<file path="src/rtl/inst_mem_loader.sv">
// Streams a program into instruction memory while holding the CPU stopped. The CPU is
// restarted at address 0 once a load fits in memory; an overflowing load is dropped.
module inst_mem_loader #(
  parameter int ADDR_WIDTH = 10,
  parameter int DATA_WIDTH = 64
) (
  input  logic                  clk,
  input  logic                  rst,
  input  logic [DATA_WIDTH-1:0] s_axis_TDATA,
  input  logic                  s_axis_TVALID,
  output logic                  s_axis_TREADY,
  input  logic                  s_axis_TLAST,
  input  logic                  load_req,
  input  logic                  cpu_idle,
  output logic                  cpu_halt,
  output logic                  cpu_start,
  output logic [ADDR_WIDTH-1:0] wr_addr,
  output logic [DATA_WIDTH-1:0] wr_data,
  output logic                  wr_en,
  output logic [ADDR_WIDTH:0]   prog_len,
  output logic                  load_err
);

  typedef enum logic [2:0] {HALT, RUN, DRAIN, LOAD, FINISH, DISCARD} state_t;

  // Counter value meaning "memory full": one past the last address.
  localparam logic [ADDR_WIDTH:0] DEPTH_CNT = {1'b1, {ADDR_WIDTH{1'b0}}};

  state_t                  state_reg, state_next;
  logic [ADDR_WIDTH:0]     cnt_reg;
  logic [ADDR_WIDTH:0]     prog_len_reg;
  logic                    load_err_reg;
  logic                    start_reg;
  logic                    wr_en_reg;
  logic [ADDR_WIDTH-1:0]   wr_addr_reg;
  logic [DATA_WIDTH-1:0]   wr_data_reg;
  logic                    accept;
  logic                    in_range;

  assign s_axis_TREADY = ~rst & ((state_reg == LOAD) | (state_reg == DISCARD));
  assign accept        = s_axis_TVALID & s_axis_TREADY;
  assign in_range      = (cnt_reg != DEPTH_CNT);

  always_comb begin
    state_next = state_reg;
    case (state_reg)
      HALT:    if (load_req) state_next = LOAD;
      RUN:     if (load_req) state_next = DRAIN;
      DRAIN:   if (cpu_idle) state_next = LOAD;
      LOAD: begin
        if (accept) begin
          if (in_range) begin
            if (s_axis_TLAST) state_next = FINISH;
          end else begin
            state_next = s_axis_TLAST ? HALT : DISCARD;
          end
        end
      end
      FINISH:  state_next = RUN;
      DISCARD: if (accept && s_axis_TLAST) state_next = HALT;
      default: state_next = HALT;
    endcase
  end

  always_ff @(posedge clk) begin
    if (rst) begin
      state_reg    <= HALT;
      cnt_reg      <= '0;
      prog_len_reg <= '0;
      load_err_reg <= 1'b0;
      start_reg    <= 1'b0;
      wr_en_reg    <= 1'b0;
      wr_addr_reg  <= '0;
      wr_data_reg  <= '0;
    end else begin
      state_reg <= state_next;
      start_reg <= (state_reg == FINISH);
      wr_en_reg <= 1'b0;
      if (state_reg != LOAD && state_next == LOAD) begin
        cnt_reg      <= '0;
        load_err_reg <= 1'b0;
      end
      if (state_reg == LOAD && accept) begin
        if (in_range) begin
          wr_en_reg   <= 1'b1;
          wr_addr_reg <= cnt_reg[ADDR_WIDTH-1:0];
          wr_data_reg <= s_axis_TDATA;
          cnt_reg     <= cnt_reg + 1'b1;
          if (s_axis_TLAST) prog_len_reg <= cnt_reg + 1'b1;
        end else begin
          // Overflow: the already-written words stay, but the CPU is not restarted.
          load_err_reg <= 1'b1;
        end
      end
    end
  end

  assign cpu_halt  = rst | (state_reg != RUN);
  assign cpu_start = start_reg;
  assign wr_en     = wr_en_reg;
  assign wr_addr   = wr_addr_reg;
  assign wr_data   = wr_data_reg;
  assign prog_len  = prog_len_reg;
  assign load_err  = load_err_reg;

endmodule
</file>
<file path="config.mk">
export PLATFORM = sky130hd
export DESIGN_NAME = inst_mem_loader
export DESIGN_NICKNAME = d
export VERILOG_FILES = /design/src/rtl/inst_mem_loader.sv
export SDC_FILE = /design/constraint.sdc
export NUM_CORES = 1
export LEC_CHECK = 0
export CORE_MARGIN = 4
export CORE_UTILIZATION = 29
export CTS_BUF_LIST = sky130_fd_sc_hd__clkbuf_4
export DETAILED_ROUTE_END_ITERATION = 8
export DONT_BUFFER_PORTS = 1
export GPL_ROUTABILITY_DRIVEN = 0
export PLACE_DENSITY = 0.44
export SLEW_MARGIN = 20
export SYNTH_ARGS = -nofsm -noshare
export SYNTH_HDL_FRONTEND = slang
export SYNTH_SLANG_ARGS = --single-unit
</file>
<file path="constraint.sdc">
create_clock -name clk -period 2.1 [get_ports clk]
set_input_delay 0.315 -clock clk [delete_from_list [all_inputs] [get_ports clk]]
set_output_delay 0.315 -clock clk [all_outputs]
set_load 0.01 [all_outputs]
</file>
==> results of run 1 <==
## area by class of cell
cell class / instances / area, um2 / area share (%)
clock buffers: 9 / 67.6 / 1.30
clock inverters: 6 / 53.8 / 1.04
inverters: 10 / 37.5 / 0.723
multi-input cells: 335 / 1860 / 35.9
flip-flops and latches: 102 / 2040 / 39.3
well taps: 180 / 225 / 4.34
repair buffers: 84 / 903 / 17.4
## kinds of logic (layout without fill, tap and decap cells)
kind of cell	after synthesis	after routing	synth area share, %
AOI/OAI and AO/OA	193	193	24.9
and+or+nand+nor	130	130	16.3
DFF	102	102	48.1
buffers and inverters	65	109	7.99
xor gates and xnor gates	8	8	1.65
adders and majority gates	2	2	0.590
muxes	2	2	0.472
## per-layer routing
layer	up-vias	share of wire (%)
li1	1898	-
met4	0	2.3
met2	123	47
met3	23	6.7
met5	-	0
met1	1859	44
## final timing paths
check	endpoint	cells past startpoint
setup / recovery	wr_data[49]	5
hold / removal	state_reg[2]	2
setup reg to reg	wr_data[49]	5
hold reg to reg	wr_data[24]	2
## power groups by stage
stage	Clock, mW	Combinational [mW]	Sequential [mW]
after floorplan	0	0.104	2.02
after global placement	0	0.102	2.03
after detailed placement	0	0.104	2.03
after CTS	1.06	0.240	1.99
after global routing	1.12	0.263	1.99
final	0.985	0.242	1.99
## critical path, stage by stage (launching register included)
cell and delay (ns):
dfxtp_1 0.42, nor4_2 0.33, and4_4 0.40, buf_4 0.32, o21ai_0 0.13, a21oi_1 0.17
## timing repair
| item | 4_1_cts | 5_1_grt |
|---|---|---|
| endpoints found under the setup margin | 0 | 5 |
| hold buffers | 67 | 0 |
| gates resized for setup | 0 | 1 |
| endpoints found under the hold margin | 97 | 0 |
## per-stage QoR
stage / instances / power [mW]
4_1_cts: 726 / 3.29
3_3_place_gp: 644 / 2.13
5_1_grt: 726 / 3.38
2_1_floorplan: 502 / 2.13
6_report: 726 / 3.22
3_5_place_dp: 644 / 2.14
## layout by cell type, fill, tap and decap left out, types with 2 or more instances in the layout
cell and instances:
a211oi_1 5, a21oi_1 87, and3_1 2, buf_12 7, buf_4 10, clkbuf_4 9, clkinv_1 3, dfxtp_1 102
dlygate4sd3_1 66, ha_1 2, inv_1 10, mux2i_1 2, nand2_1 11, nand3_1 80, nand4_1 4, nor2_1 6
nor2b_1 2, nor3_1 7, nor3b_1 2, nor4_1 4, nor4_2 2, o211ai_1 4, o21a_1 3, o21ai_0 29
o21ai_1 50, o311ai_0 3, o31ai_1 2, or3_1 2, or4_1 2, xnor2_1 7
==> results by group, run 1 <==
Outcome
  – Status: completed

Timing
  – RSZ-0062 raised after global routing: false
  – Total Neg Setup Slack: 0 ns
  – Final setup skew: 0.0192 ns
  – F_max: 541 MHz
  – Final min period: 1.85 ns
  – Final slew viol count: 0
  – Worst Tran Pin Value: 0.474 ns
  – Fin crit share: 88.0%
  – Final worst slack: 0.253 ns
  – Slew margin rel.: 68.4%
  – Final Hold Fails: 0
  – Hold Slack: 0.0964 ns
  – Final setup viols: 0

Synthesis
  – Number of flops mapped to enable cells by yosys: 0
  – Sequential area share after synthesis: 48.1%
  – Yosys cell types: 49
  – Primary FF master, synth: dfxtp_1
  – Post-synthesis cell area: 4240 um2
  – Asr flop ratio synth: 0%
  – Synth warn: 0
  – Yosys reg bits: 102
  – Top cell type by total area after synthesis: dfxtp_1
  – Top cells by count, synth: dfxtp_1, a21oi_1, nand3_1
  – Syn Inst Count: 502
  – Synthesized area per cell: 8.45 um2
  – Synth top area cells: dfxtp_1, a21oi_1, nand3_1, o21ai_1, o21ai_0
  – Syn Nets: 574
  – Yosys top cell area share: 48.1%
  – Cell with the most instances after synthesis: dfxtp_1

Floorplanning
  – Width of the die: 129 um
  – Die ar.: 16600 um2
  – IO Pins: 160
  – Row Count: 43
  – Die height: 129 um
  – Starting Density: 30.1%
  – Core Footprint: 14100 um2

Clock tree
  – CTS tree: yes
  – Worst skew pair latency: 0.47 ns
  – Sink Count: 102
  – Clk root buf: clkbuf_4
  – H-tree levels: 3
  – CTS Buf Count: 9
  – # Post-CTS Setup Buffers: 0
  – Maximum clock insertion buffer count: 2
  – Reg clk slew, reported paths: 0.16 ns

Global route
  – GRT met2 Usage: 24.8%
  – GRT busiest layer: met2
  – Global-route wire length before repair: 20700 um
  – Grt ovf: 0
  – Met3 GRT Util: 4.28%
  – Vias in the first global route: 3877
  – Grt met1 use: 20.0%
  – Pin count of the biggest net entering global routing: 98
  – Antenna violations before repair: 0
  – GRT Total Usage: 15.7%

Setup path
  – Crit Path Category: flop to flop
  – Critical Path Source: cnt_reg[6]
  – Critical Path RT: 2.50 ns
  – Crit path DAT: 2.24 ns
  – Nature of the critical path endpoint: flop
  – Critical Path Fanout Max: 25
  – R2r startpoint: cnt_reg[6]
  – CP Launch Type: flop
  – Register-to-register setup slack: 0.25 ns

Final layout
  – # diodes: 0
  – Share of cells above drive strength 1: 7.14%
  – Fin area: 5190 um2
  – Fillers: 1442
  – Synthesis-to-layout area growth: 22.4%
  – Max FFs per register: 64
  – Fin util: 36.8%
  – Final nets: 614

Placement
  – Final HPWL DP: 8270 um
  – I/O Buffers: 0
  – Placement Setup Slack: 0.194 ns
  – Placed Area: 4380 um2

Routing
  – Detailed Route WL: 13400 um
  – Via Count: 3903
  – Avg Vias per Cell: 5.38
  – DRC Markers: 0
  – Antenna viol nets, final: 0
  – Detailed Route Iter0 Violations: 222
  – DRT Pass-1 Iters: 4
  – WL/cell: 18.4 um

Pwr
  – Sw Share: 24.4%
  – Pwr per Cell Area: 619 nW/um2
  – Switching component of the power: 0.784 mW
  – Internal power: 2.43 mW
  – Clock power share: 30.6%
  – Register share of total power: 61.9%
  – Static Leak: 1.65 nW
  – VDD IR max: 0.312 mV
  – Comb pwr share: 7.5%

Min path
  – Hold Crit Class: primary input to flop
  – Worst Hold Launch: s_axis_TVALID

Flow run
  – Max cap viols: 0
Power figures use the tool's default switching activity.
==> run 2: changes to the inputs <==
SKIP_LAST_GASP = 1   (was unset)
SLEW_MARGIN = unset   (was 20)
==> results of run 2 <==
Same layout as run 1: the final DEF is identical, and so are final timing and power.
==> run 3: changes to the inputs <==
CAP_MARGIN = 5   (was unset)
CTS_CLUSTER_SIZE = 10   (was unset)
DONT_BUFFER_PORTS = unset   (was 1)
PLACE_DENSITY = 0.58   (was 0.44)
==> results by group, run 3 (synthesis gave the netlist of run 1 again) <==
Outcome
  – Status: completed

Floorplanning
  – Die ar.: 16600 um2
  – IO Pins: 160
  – Width of the die: 129 um
  – Row Count: 43
  – Die height: 129 um
  – Core Footprint: 14100 um2
  – Starting Density: 30.1%

Timing
  – Total Neg Setup Slack: 0 ns
  – Slew margin rel.: 33.3%
  – Final setup skew: 0.00855 ns
  – Fin crit share: 91.9%
  – Final setup viols: 0
  – Worst Tran Pin Value: 1.00 ns
  – Final slew viol count: 0
  – Final Hold Fails: 0
  – Final worst slack: 0.170 ns
  – Final min period: 1.93 ns
  – F_max: 518 MHz
  – RSZ-0062 raised after global routing: false

Final layout
  – Commonest non-fill, non-tap cell in the layout: clkdlybuf4s50_1
  – Most frequent cells in the layout: clkdlybuf4s50_1, dfxtp_1, a21oi_1
  – Share of cells above drive strength 1: 7.04%
  – Final nets: 706
  – Fillers: 1418
  – Fin util: 42.9%
  – Synthesis-to-layout area growth: 42.6%
  – # diodes: 0
  – Max FFs per register: 64
  – Fin area: 6050 um2

Setup path
  – CP Launch Type: flop
  – Slowest stage cell, crit path: clkdlybuf4s50_1
  – RR Endpoint: prog_len[0]
  – CP top delay family: buffers and inverters
  – R2R cell count: 5
  – Critical Path Fanout Max: 8
  – Crit Path Category: flop to primary output
  – Nature of the critical path endpoint: primary output
  – Register-to-register setup slack: 0.20 ns
  – Worst path cell trace: nor2b_2 > nand2_1 > clkdlybuf4s50_1
  – R2r startpoint: cnt_reg[3]
  – Crit-path max cell delay: 0.47 ns
  – Critical Path Source: state_reg[0]
  – Critical Path RT: 1.78 ns
  – Critical path buffers and inverters: 1
  – Crit path DAT: 1.61 ns

Min path
  – Hold Path End: state_reg[1]
  – Worst Hold Launch: rst
  – Hold Crit Class: primary input to flop
  – Worst Hold Depth: 4

Global route
  – Antenna violations before repair: 0
  – Pin count of the biggest net entering global routing: 97
  – GRT Total Usage: 15.3%
  – Global-route wire length before repair: 20600 um
  – Grt ovf: 0
  – Vias in the first global route: 3963

Routing
  – DRC Markers: 0
  – WL/cell: 15.9 um
  – Met1 Wirelength: 6040 um
  – DRT Pass-1 Iters: 5
  – Met3 WL: 819 um
  – Met2 wire length: 5990 um
  – Avg Vias per Cell: 5.11
  – Highest routed layer: met4
  – Detailed Route Iter0 Violations: 283
  – Antenna viol nets, final: 0
  – Via Count: 4189
  – Detailed Route WL: 13000 um

Clock tree
  – H-tree levels: 3
  – Reg clk slew, reported paths: 0.15 ns
  – Maximum clock insertion buffer count: 2
  – Clk root buf: clkbuf_4
  – CTS Buf Count: 9
  – Worst skew pair latency: 0.46 ns
  – Sink Count: 102
  – CTS tree: yes

Pwr
  – Static Leak: 1.92 nW
  – VDD IR max: 0.350 mV
  – Pwr per Cell Area: 544 nW/um2

Placement
  – Placed Area: 5910 um2
  – Final HPWL DP: 8970 um
  – I/O Buffers: 159
  – Placement Setup Slack: 0.194 ns

Flow run
  – Max cap viols: 0
[run 3: cell types whose count changed in the layout (fill, tap and decap cells not counted), moves of 2 or more]
cell,change
clkdlybuf4s50_1,+157
dfxtp_1,-3
dfxtp_2,+2
dlygate4sd3_1,-66
buf_4,+6
clkinv_4,+2
buf_12,-5
[run 3: timing repair]
item | in CTS | in global routing
resized for setup | 4 | 2
setup endpoints to repair | 1 | 1
buffers inserted | 0 | 0
hold buffers | 0 | 0
[run 3: worst max path at each step]
stage / end / slack, ns / cells after the start
detailed placement: cnt_reg[2] / 0.19 / 5
global route: prog_len[1] / 0.03 / 5
finish: cpu_halt / 0.17 / 3
CTS: cpu_halt / 0.009 / 3
floorplan: cnt_reg[4] / 0.52 / 6
global placement: cnt_reg[4] / 0.24 / 5
[run 3: power breakdown]
group / switching, mW / internal, mW
registers: 0.0190 / 1.96
logic: 0.130 / 0.183
clock network: 0.641 / 0.356
[run 3: metal layers]
layer / GRT usage (%) / vias up
met2: 23.9 / 135
met4: 3.89 / 0
met5: 0 / -
met3: 4.61 / 13
li1: - / 2086
met1: 20.6 / 1955
[run 3: stage by stage]
step / std cells / hold WS, ns / power [mW]
floorplan: 502 / 0.463 / 2.13
global placement: 803 / 0.459 / 2.33
detailed placement: 803 / 0.468 / 2.33
CTS: 819 / 0.0952 / 3.35
global route: 819 / 0.0956 / 3.46
finish: 819 / 0.146 / 3.29
[run 3: worst min-delay path: stages]
cell	delay, ns
buf_4	0.12
nor2_1	0.05
o21ai_0	0.07
nor2_1	0.04
[run 3: layout make-up]
cell class,count,area (um2),area share [%]
clock buffer,9,67.6,1.12
clock inverter,7,65.1,1.08
inverter,10,37.5,0.620
multi-input combinational,335,1870,30.8
sequential,102,2050,33.9
tap,180,225,3.72
timing repair buffer,176,1740,28.8
